`src/rtl/alu_arbiter.sv`:
```
// alu_arbiter
// Shares one combinational ALU between the CPU core and the DMA engine.
// Each requester hands over one operation through a req/gnt/done handshake.
// Opcode and operands are latched at grant, so the ALU inputs never follow
// the requester ports. The latched operation is held on the ALU for
// ALU_CYCLES cycles (MUL_CYCLES for MUL). The ALU outputs are then
// registered and returned to the owner. A round-robin pointer decides
// which side wins when both sides request together.
//
// Ports
//   clk, rst_n                         clock, async active-low reset
//   cpu_req/opcode/a/b -> cpu_gnt/done CPU request channel
//   dma_req/opcode/a/b -> dma_gnt/done DMA request channel
//   res, flag_c, flag_z                registered result/flags, held until next op
//   busy                               high whenever the sequencer is not idle
//   alu_opcode/op1/op2                 latched operation driven to the ALU
//   alu_result/flagC/flagZ             combinational ALU outputs
//
// state | meaning
// IDLE  | waiting for a request; arbitrates and latches the winner's operation
// EXEC  | ALU driven from the latches; cnt counts the remaining cycles down
// RESP  | result registered; owner's done pulses for this one cycle

module alu_arbiter #(
    parameter int unsigned MUL_CYCLES = 2,
    parameter int unsigned ALU_CYCLES = 1
) (
    input  logic        clk,
    input  logic        rst_n,

    input  logic        cpu_req,
    input  logic [2:0]  cpu_opcode,
    input  logic [31:0] cpu_a,
    input  logic [31:0] cpu_b,
    output logic        cpu_gnt,
    output logic        cpu_done,

    input  logic        dma_req,
    input  logic [2:0]  dma_opcode,
    input  logic [31:0] dma_a,
    input  logic [31:0] dma_b,
    output logic        dma_gnt,
    output logic        dma_done,

    output logic [31:0] res,
    output logic        flag_c,
    output logic        flag_z,
    output logic        busy,

    output logic [2:0]  alu_opcode,
    output logic [31:0] alu_op1,
    output logic [31:0] alu_op2,
    input  logic [31:0] alu_result,
    input  logic        alu_flagC,
    input  logic        alu_flagZ
);

    typedef enum logic [1:0] {
        IDLE = 2'd0,
        EXEC = 2'd1,
        RESP = 2'd2
    } state_t;

    localparam logic [2:0] OP_MUL   = 3'b010;
    localparam logic [3:0] MUL_LOAD = 4'(MUL_CYCLES - 1);
    localparam logic [3:0] ALU_LOAD = 4'(ALU_CYCLES - 1);

    state_t      state_q,    state_d;
    logic [3:0]  cnt_q,      cnt_d;
    logic [2:0]  op_q,       op_d;
    logic [31:0] a_q,        a_d;
    logic [31:0] b_q,        b_d;
    logic        owner_q,    owner_d;     // 0 = CPU, 1 = DMA
    logic        rr_q,       rr_d;        // 0 = CPU wins a tie, 1 = DMA wins
    logic        cpu_gnt_q,  cpu_gnt_d;
    logic        dma_gnt_q,  dma_gnt_d;
    logic        cpu_done_q, cpu_done_d;
    logic        dma_done_q, dma_done_d;
    logic [31:0] res_q,      res_d;
    logic        fc_q,       fc_d;
    logic        fz_q,       fz_d;

    logic        win_cpu;
    logic        win_dma;
    logic [2:0]  win_op;

    // A lone request always wins; on a tie the round-robin pointer decides.
    assign win_cpu = cpu_req && (!dma_req || !rr_q);
    assign win_dma = dma_req && (!cpu_req ||  rr_q);
    assign win_op  = win_cpu ? cpu_opcode : dma_opcode;

    always_comb begin
        state_d    = state_q;
        cnt_d      = cnt_q;
        op_d       = op_q;
        a_d        = a_q;
        b_d        = b_q;
        owner_d    = owner_q;
        rr_d       = rr_q;
        cpu_gnt_d  = 1'b0;
        dma_gnt_d  = 1'b0;
        cpu_done_d = 1'b0;
        dma_done_d = 1'b0;
        res_d      = res_q;
        fc_d       = fc_q;
        fz_d       = fz_q;

        unique case (state_q)
            IDLE: begin
                if (win_cpu || win_dma) begin
                    op_d      = win_op;
                    a_d       = win_cpu ? cpu_a : dma_a;
                    b_d       = win_cpu ? cpu_b : dma_b;
                    owner_d   = win_dma;
                    cnt_d     = (win_op == OP_MUL) ? MUL_LOAD : ALU_LOAD;
                    cpu_gnt_d = win_cpu;
                    dma_gnt_d = win_dma;
                    state_d   = EXEC;
                end
            end
            EXEC: begin
                if (cnt_q != 4'd0) begin
                    cnt_d = cnt_q - 4'd1;
                end else begin
                    res_d      = alu_result;
                    fc_d       = alu_flagC;
                    fz_d       = alu_flagZ;
                    rr_d       = ~owner_q;
                    cpu_done_d = ~owner_q;
                    dma_done_d =  owner_q;
                    state_d    = RESP;
                end
            end
            RESP: begin
                state_d = IDLE;
            end
            default: begin
                state_d = IDLE;
            end
        endcase
    end

    always_ff @(posedge clk or negedge rst_n) begin
        if (!rst_n) begin
            state_q    <= IDLE;
            cnt_q      <= 4'd0;
            op_q       <= 3'd0;
            a_q        <= 32'd0;
            b_q        <= 32'd0;
            owner_q    <= 1'b0;
            rr_q       <= 1'b0;
            cpu_gnt_q  <= 1'b0;
            dma_gnt_q  <= 1'b0;
            cpu_done_q <= 1'b0;
            dma_done_q <= 1'b0;
            res_q      <= 32'd0;
            fc_q       <= 1'b0;
            fz_q       <= 1'b0;
        end else begin
            state_q    <= state_d;
            cnt_q      <= cnt_d;
            op_q       <= op_d;
            a_q        <= a_d;
            b_q        <= b_d;
            owner_q    <= owner_d;
            rr_q       <= rr_d;
            cpu_gnt_q  <= cpu_gnt_d;
            dma_gnt_q  <= dma_gnt_d;
            cpu_done_q <= cpu_done_d;
            dma_done_q <= dma_done_d;
            res_q      <= res_d;
            fc_q       <= fc_d;
            fz_q       <= fz_d;
        end
    end

    assign cpu_gnt    = cpu_gnt_q;
    assign dma_gnt    = dma_gnt_q;
    assign cpu_done   = cpu_done_q;
    assign dma_done   = dma_done_q;
    assign res        = res_q;
    assign flag_c     = fc_q;
    assign flag_z     = fz_q;
    assign busy       = (state_q != IDLE);
    assign alu_opcode = op_q;
    assign alu_op1    = a_q;
    assign alu_op2    = b_q;

endmodule
```
`config.mk`:
```
export PLATFORM = sky130hd
export DESIGN_NAME = alu_arbiter
export DESIGN_NICKNAME = d
export VERILOG_FILES = /design/src/rtl/alu_arbiter.sv
export SDC_FILE = /design/constraint.sdc
export NUM_CORES = 1
export LEC_CHECK = 0
export ABC_AREA = 0
export BUFFER_PORTS_ARGS = -buffer_cell sky130_fd_sc_hd__buf_2
export CAP_MARGIN = 20
export CORE_MARGIN = 2
export CORE_UTILIZATION = 35
export DETAILED_ROUTE_END_ITERATION = 10
export HOLD_SLACK_MARGIN = 0.05
export PLACE_DENSITY_LB_ADDON = 0.12
export SLEW_MARGIN = 20
export SYNTH_ARGS = -nofsm -noshare
export SYNTH_HDL_FRONTEND = slang
export SYNTH_SLANG_ARGS = --single-unit
```
`constraint.sdc`:
```
create_clock -name clk -period 1.4 [get_ports clk]
set_input_delay 0.14 -clock clk [delete_from_list [all_inputs] [get_ports clk]]
set_output_delay 0.14 -clock clk [all_outputs]
set_load 0.02 [all_outputs]
```
# Word-level counts from Yosys, hierarchy flattened
# Cells that the tools add are included.
totals:
  reg_bits: 113
  latch_bits: 0
  mem_bits_rw: 0
  romBits: 0
  inputBits: 172
  output_inout_bits: 106
  elab_cells: 56
  memories: 0
op_classes:
  add_sub_neg: 1
  multipliers: 0
  div_mod_pow: 0
  order_cmp: 0
  n_eq_ne: 5
  shift: 0
  muxes: 18
  bitwise: 2
  n_reduce_logical: 16
op_table:
  columns: ["op", "count"]
  rows:
  - ["$mux 32", 2]
  - ["$mux 1", 9]
  - ["$mux 4", 2]
  - ["$pmux 4 s2", 1]
  - ["$ne 2x2->1 const B", 3]
  - ["$reduce_and 2->1", 3]
  - ["$mux 2", 2]
  - ["$pmux 2 s2", 1]
  - ["$reduce_bool 2->1", 2]
  - ["$reduce_bool 4->1", 1]
  - ["$sub 4x1->4 const B", 1]
  - ["$eq 3x2->1 const B", 1]
  - ["$logic_not 1->1", 3]
  - ["$logic_or 1x1->1", 3]
  - ["$mux 3", 1]
  - ["$reduce_and 3->1", 1]
  - ["$eq 2x1->1 const B", 1]
  - ["$logic_and 1x1->1", 2]
  - ["$logic_not 2->1", 1]
  - ["$not 1->1", 2]

# Longest topological paths before layout
depth:
  depth_word: 8
  ltp_mapped: 8
  depth_no_buf: 7

# Worst setup path after synthesis
# No wires, ideal clock.
synth_timing:
  kind: "register to register"
  start: "register cnt_q[0]"
  end: "register res_q[10], in the netlist res[10]"
  setup_ns: 0.116
  t_arrival_ns: 1.308
  t_required_ns: 1.284
  setup_slack_ns: -0.024
  stages_incl_launch_ff: 8
  n_path_buf: 1
  synth_period_minus_slack_ns: 1.424
  cell_sequence: "dfrtp_1 -> inv_1 -> ha_1 -> nor3b_4 -> nand2_2 -> clkbuf_1 -> nand2_1 -> nand2_1"
synth_between:
  elab_chain_len: 3
synth_rtl:
  columns: ["element", "line_no", "rtl"]
  rows:
  - ["start, declared", "69", "logic [3:0] cnt_q, cnt_d;"]
  - ["start signal, assigned", "161", "cnt_q <= cnt_d;"]
  - ["$reduce_bool 4->1", "122", "if (cnt_q != 4'd0) begin"]
  - ["$not 1->1 (no source line)", null, null]
  - ["$reduce_and 2->1 (no source line)", null, null]
  - ["end signal, assigned", "171", "res_q <= res_d;"]
  - ["end, declared", "79", "logic [31:0] res_q, res_d;"]
# No other way between the ends.
# A chain may end at the register's enable or synchronous reset.

# Worst setup path after layout
layout_timing:
  start: "register rr_q"
  end: "register a_q[21], in the netlist alu_op1[21]"
layout_between:
  elab_chain_len: 5
  word_cells_on_any_way: 8
  classes_between: "mux: 1; reduce/logical: 7"
layout_rtl:
  columns: ["element", "line_no", "rtl"]
  rows:
  - ["start, declared", "74", "logic rr_q, rr_d;"]
  - ["start signal, assigned", "166", "rr_q <= rr_d;"]
  - ["$logic_not 1->1", "88", "assign win_cpu = cpu_req && (!dma_req || !rr_q);"]
  - ["$logic_or 1x1->1", "88", null]
  - ["$logic_and 1x1->1", "88", null]
  - ["$logic_or 1x1->1", "110", "if (win_cpu || win_dma) begin"]
  - ["$reduce_and 2->1 (no source line)", null, null]
  - ["end signal, assigned", "148", "a_q <= 32'd0;"]
  - ["end signal, assigned", "163", "a_q <= a_d;"]
  - ["end, declared", "71", "logic [31:0] a_q, a_d;"]
# Parallel ways exist; a longest one is shown, timed or not.

==> results.sh <==
export IMPL_multi_input_area_um2=2340
export IMPL_total_power_mw=20.9
export IMPL_power_frac_seq_pct=28.4
export IMPL_vias_per_cell=4.65
export IMPL_io_pins=278
export IMPL_path_delay_family="flip-flops"
export IMPL_grt_antenna_before_repair=1
export IMPL_root_buffer="clkbuf_16"
export IMPL_rsz0062_at_grt="yes"
export IMPL_clkLatencyLatePin_ns=0.41
export IMPL_dieArea_um2=15100
export IMPL_wl_um=18700
export IMPL_vias=5393
export IMPL_synth_top_family_by_area="simple AND/OR/NAND/NOR gates"
export IMPL_whs_endpoint="alu_op2[26]"
export IMPL_fp_dieH_um=123
export IMPL_setup_viol_count_final=105
export IMPL_place_congestion=0.779
export IMPL_placed_cell_area_um2=6710
export IMPL_ant_nets=0
export IMPL_ir_drop_mv=1.53
export IMPL_rr_endpoint="alu_op1[21]"
export IMPL_dp_slack_ns=-0.133
export IMPL_drcViolationCount=0
export IMPL_fin_ws_ns=-0.156
export IMPL_status="finished with violations"
export IMPL_power_density_nw_per_um2=2110
export IMPL_nets=1138
export IMPL_synth_xor_area_share_pct=0.177
export IMPL_rows=43
export IMPL_design_area_um2=9870
export IMPL_clock_path_buffers=2
export IMPL_die_w_um=123
export IMPL_path_clk_slew_ns=0.06
export IMPL_numCtsBuffers=17
export IMPL_worstSetupPathType="reg -> reg"
export IMPL_crit_cells=5
export IMPL_crit_path_end_kind="flip-flop"
export IMPL_synth_nets=654
export IMPL_clockPowerShare_pct=20.7
export IMPL_synth_cell_types=32
export IMPL_synth_flop_cell="dfrtp_1"
export IMPL_skew_ns=0.00765
export IMPL_synth_compound_area_share_pct=7.88
export IMPL_hold_path_class="in -> reg"
export IMPL_ys_seq_area_share_pct=57.3
export IMPL_p_sw_mw=8.47
export IMPL_whs_ns=0.0592
export IMPL_numPortBuffers=277
export IMPL_finalCritPeriodShare_pct=111
export IMPL_min_from="cpu_b[26]"
export IMPL_grt_overflow=0
export IMPL_synthToLayoutAreaGrowth_pct=99.9
export IMPL_rrSetupSlack_ns=-0.16
export IMPL_holdPathStages=3
export IMPL_r2r_cells=5
export IMPL_pwr_share_comb_pct=50.9
export IMPL_path_cells="a21boi_4 -> clkbuf_16 -> clkbuf_16 -> mux2i_1 -> o21ai_1"
export IMPL_fin_crit_ns=1.56
export IMPL_avgSynthCellArea_um2=10.3
export IMPL_instances_no_fill=1159
export IMPL_max_stage_delay_ns=0.41
export IMPL_dr_pass1_iters=4
export IMPL_leakage_nw=4.96
export IMPL_routedWlPerCell_um=16.1
export IMPL_yosysWarnings=0
export IMPL_cts_sinks=113
export IMPL_fmax_mhz=643
export IMPL_syn_inst=481
export IMPL_maxSlewHeadroom_pct=64.1
export IMPL_async_flop_share_pct=100
export IMPL_htree_levels=4
export IMPL_swShare_pct=40.6
export IMPL_dp_cells=938
export IMPL_crit_path_start_kind="flip-flop"
export IMPL_synth_fa_ha_area_share_pct=0.253
export IMPL_cts_tree="done"
export IMPL_critPathBufInv=2
export IMPL_core_region_area_um2=13800
export IMPL_fillCellCount=948
export IMPL_grt_max_degree=58
export IMPL_slew_viol_final=0
export IMPL_p_int_mw=12.4
export IMPL_path_max_fanout=8
export IMPL_ff_latch_area_um2=2830
export IMPL_max_cap_violations=0
export IMPL_syn_cell_area_um2=4940
export IMPL_synth_edf_count=0
export IMPL_drive_above_1_share_pct=46.8
export IMPL_finalSetupTns_ns=-7.55
export IMPL_grt_usage_pct=22.7
export IMPL_muxShareOfSynthArea_pct=14.0
export IMPL_synth_simple_gate_area_share_pct=15.8
export IMPL_hpwl_um=10100
export IMPL_crit_top_cell="clkbuf_16"
export IMPL_required_ns=1.68
export IMPL_failed_checks="setup timing"
export IMPL_finalHoldViolCount=0
export IMPL_ys_ff_latch=113
export IMPL_grt_pass1_vias=5453
export IMPL_worstPathArrival_ns=1.84
export IMPL_grt_pass1_wl_um=26100
export IMPL_rr_startpoint="rr_q"
export IMPL_initial_core_util_pct=35.7
export IMPL_slowest_stage="dfrtp_1"
export IMPL_final_util_pct=71.4
export IMPL_worst_slew_pin_slew_ns=0.539
export IMPL_drt_iter0_markers=239
## timing repair
action,4_1_cts,5_1_grt
pin swaps,27,60
cloned,5,7
resized for setup,65,158
endpoints found under the hold margin,132,2
hold buffers,161,2
endpoints found under the setup margin,59,103
setup buffers,10,6
## worst register-to-register path, stage by stage (launching register included)
cell	delay [ns]
dfrtp_1	0.41
a21boi_4	0.29
clkbuf_16	0.23
clkbuf_16	0.17
mux2i_1	0.24
o21ai_1	0.10
## logic make-up after synthesis
| group | count (synthesis) |
|---|---|
| xor+xnor | 1 |
| simple gates | 191 |
| buf+inv | 32 |
| mux | 69 |
| flops | 113 |
| compound gates | 74 |
| fa+ha+maj | 1 |
## worst max path at each step
stage,startpoint,slack (ns),to
after floorplan,cnt_q[0],-0.005,cnt_q[3]
after global placement,cnt_q[0],-0.05,res[29]
after detailed placement,cnt_q[0],-0.13,res[22]
after CTS,cnt_q[1],-0.11,cnt_q[3]
after global routing,rr_q,-0.20,alu_op1[25]
final,rr_q,-0.16,alu_op1[21]
## cell type report
| cell class | count | area share [%] |
|---|---|---|
| Tap cell | 180 | 2.28 |
| Multi-Input combinational cell | 336 | 23.7 |
| Inverter | 4 | 0.228 |
| Sequential cell | 113 | 28.6 |
| Timing Repair Buffer | 493 | 39.2 |
| Clock inverter | 10 | 1.37 |
| Antenna cell | 1 | 0.0253 |
| Clock buffer | 22 | 4.60 |
## sequential cells by signal, summed over array words and instances (netlist names), 2 cells and up
register,flops
alu_op1,32
alu_op2,32
alu_opcode,3
cnt_q,4
res,32
state_q,2
## power by group through the flow
stage	clock network (mW)	logic, mW	registers (mW)
2_1_floorplan	0	3.22	7.48
4_1_cts	4.43	9.20	5.73
3_5_place_dp	0	8.00	5.72
5_1_grt	4.58	11.5	6.10
6_report	4.32	10.6	5.92
3_3_place_gp	0	7.83	5.69
## cell usage after synthesis, drive strengths merged (2+ instances only)
| library cell | count | area share (%) |
|---|---|---|
| buf | 17 | 3.5 |
| dfrtp | 113 | 57 |
| nand2b | 2 | 0.25 |
| mux2i | 68 | 14 |
| nand2 | 171 | 13 |
| o21ai | 70 | 7.2 |
| nor3b | 2 | 0.53 |
| and3 | 2 | 0.25 |
| clkbuf | 11 | 0.84 |
| nor2 | 8 | 0.61 |
| inv | 4 | 0.30 |
## metal layers
layer	vias up	global-route usage, %	wire length [um]
met5	-	0	0
met3	57	7.76	1280
met2	233	40.2	9900
li1	2580	-	-
met1	2523	24.4	6830
met4	0	9.99	701
## layout by cell type, fill, tap and decap left out, types with 4 or more instances in the layout
cell type / netlist / layout
buf_12: 2 / 14
buf_16: 0 / 4
buf_2: 1 / 275
buf_4: 8 / 15
buf_6: 6 / 9
buf_8: 0 / 7
clkbuf_1: 11 / 4
clkbuf_16: 0 / 23
clkinvlp_4: 0 / 4
dfrtp_1: 113 / 113
dlygate4sd3_1: 0 / 163
mux2i_1: 68 / 49
mux2i_2: 0 / 11
mux2i_4: 0 / 8
nand2_1: 170 / 107
nand2_2: 1 / 42
nand2_4: 0 / 22
nor2_1: 8 / 5
o21ai_1: 9 / 65
(Power assumes the default switching activity.)
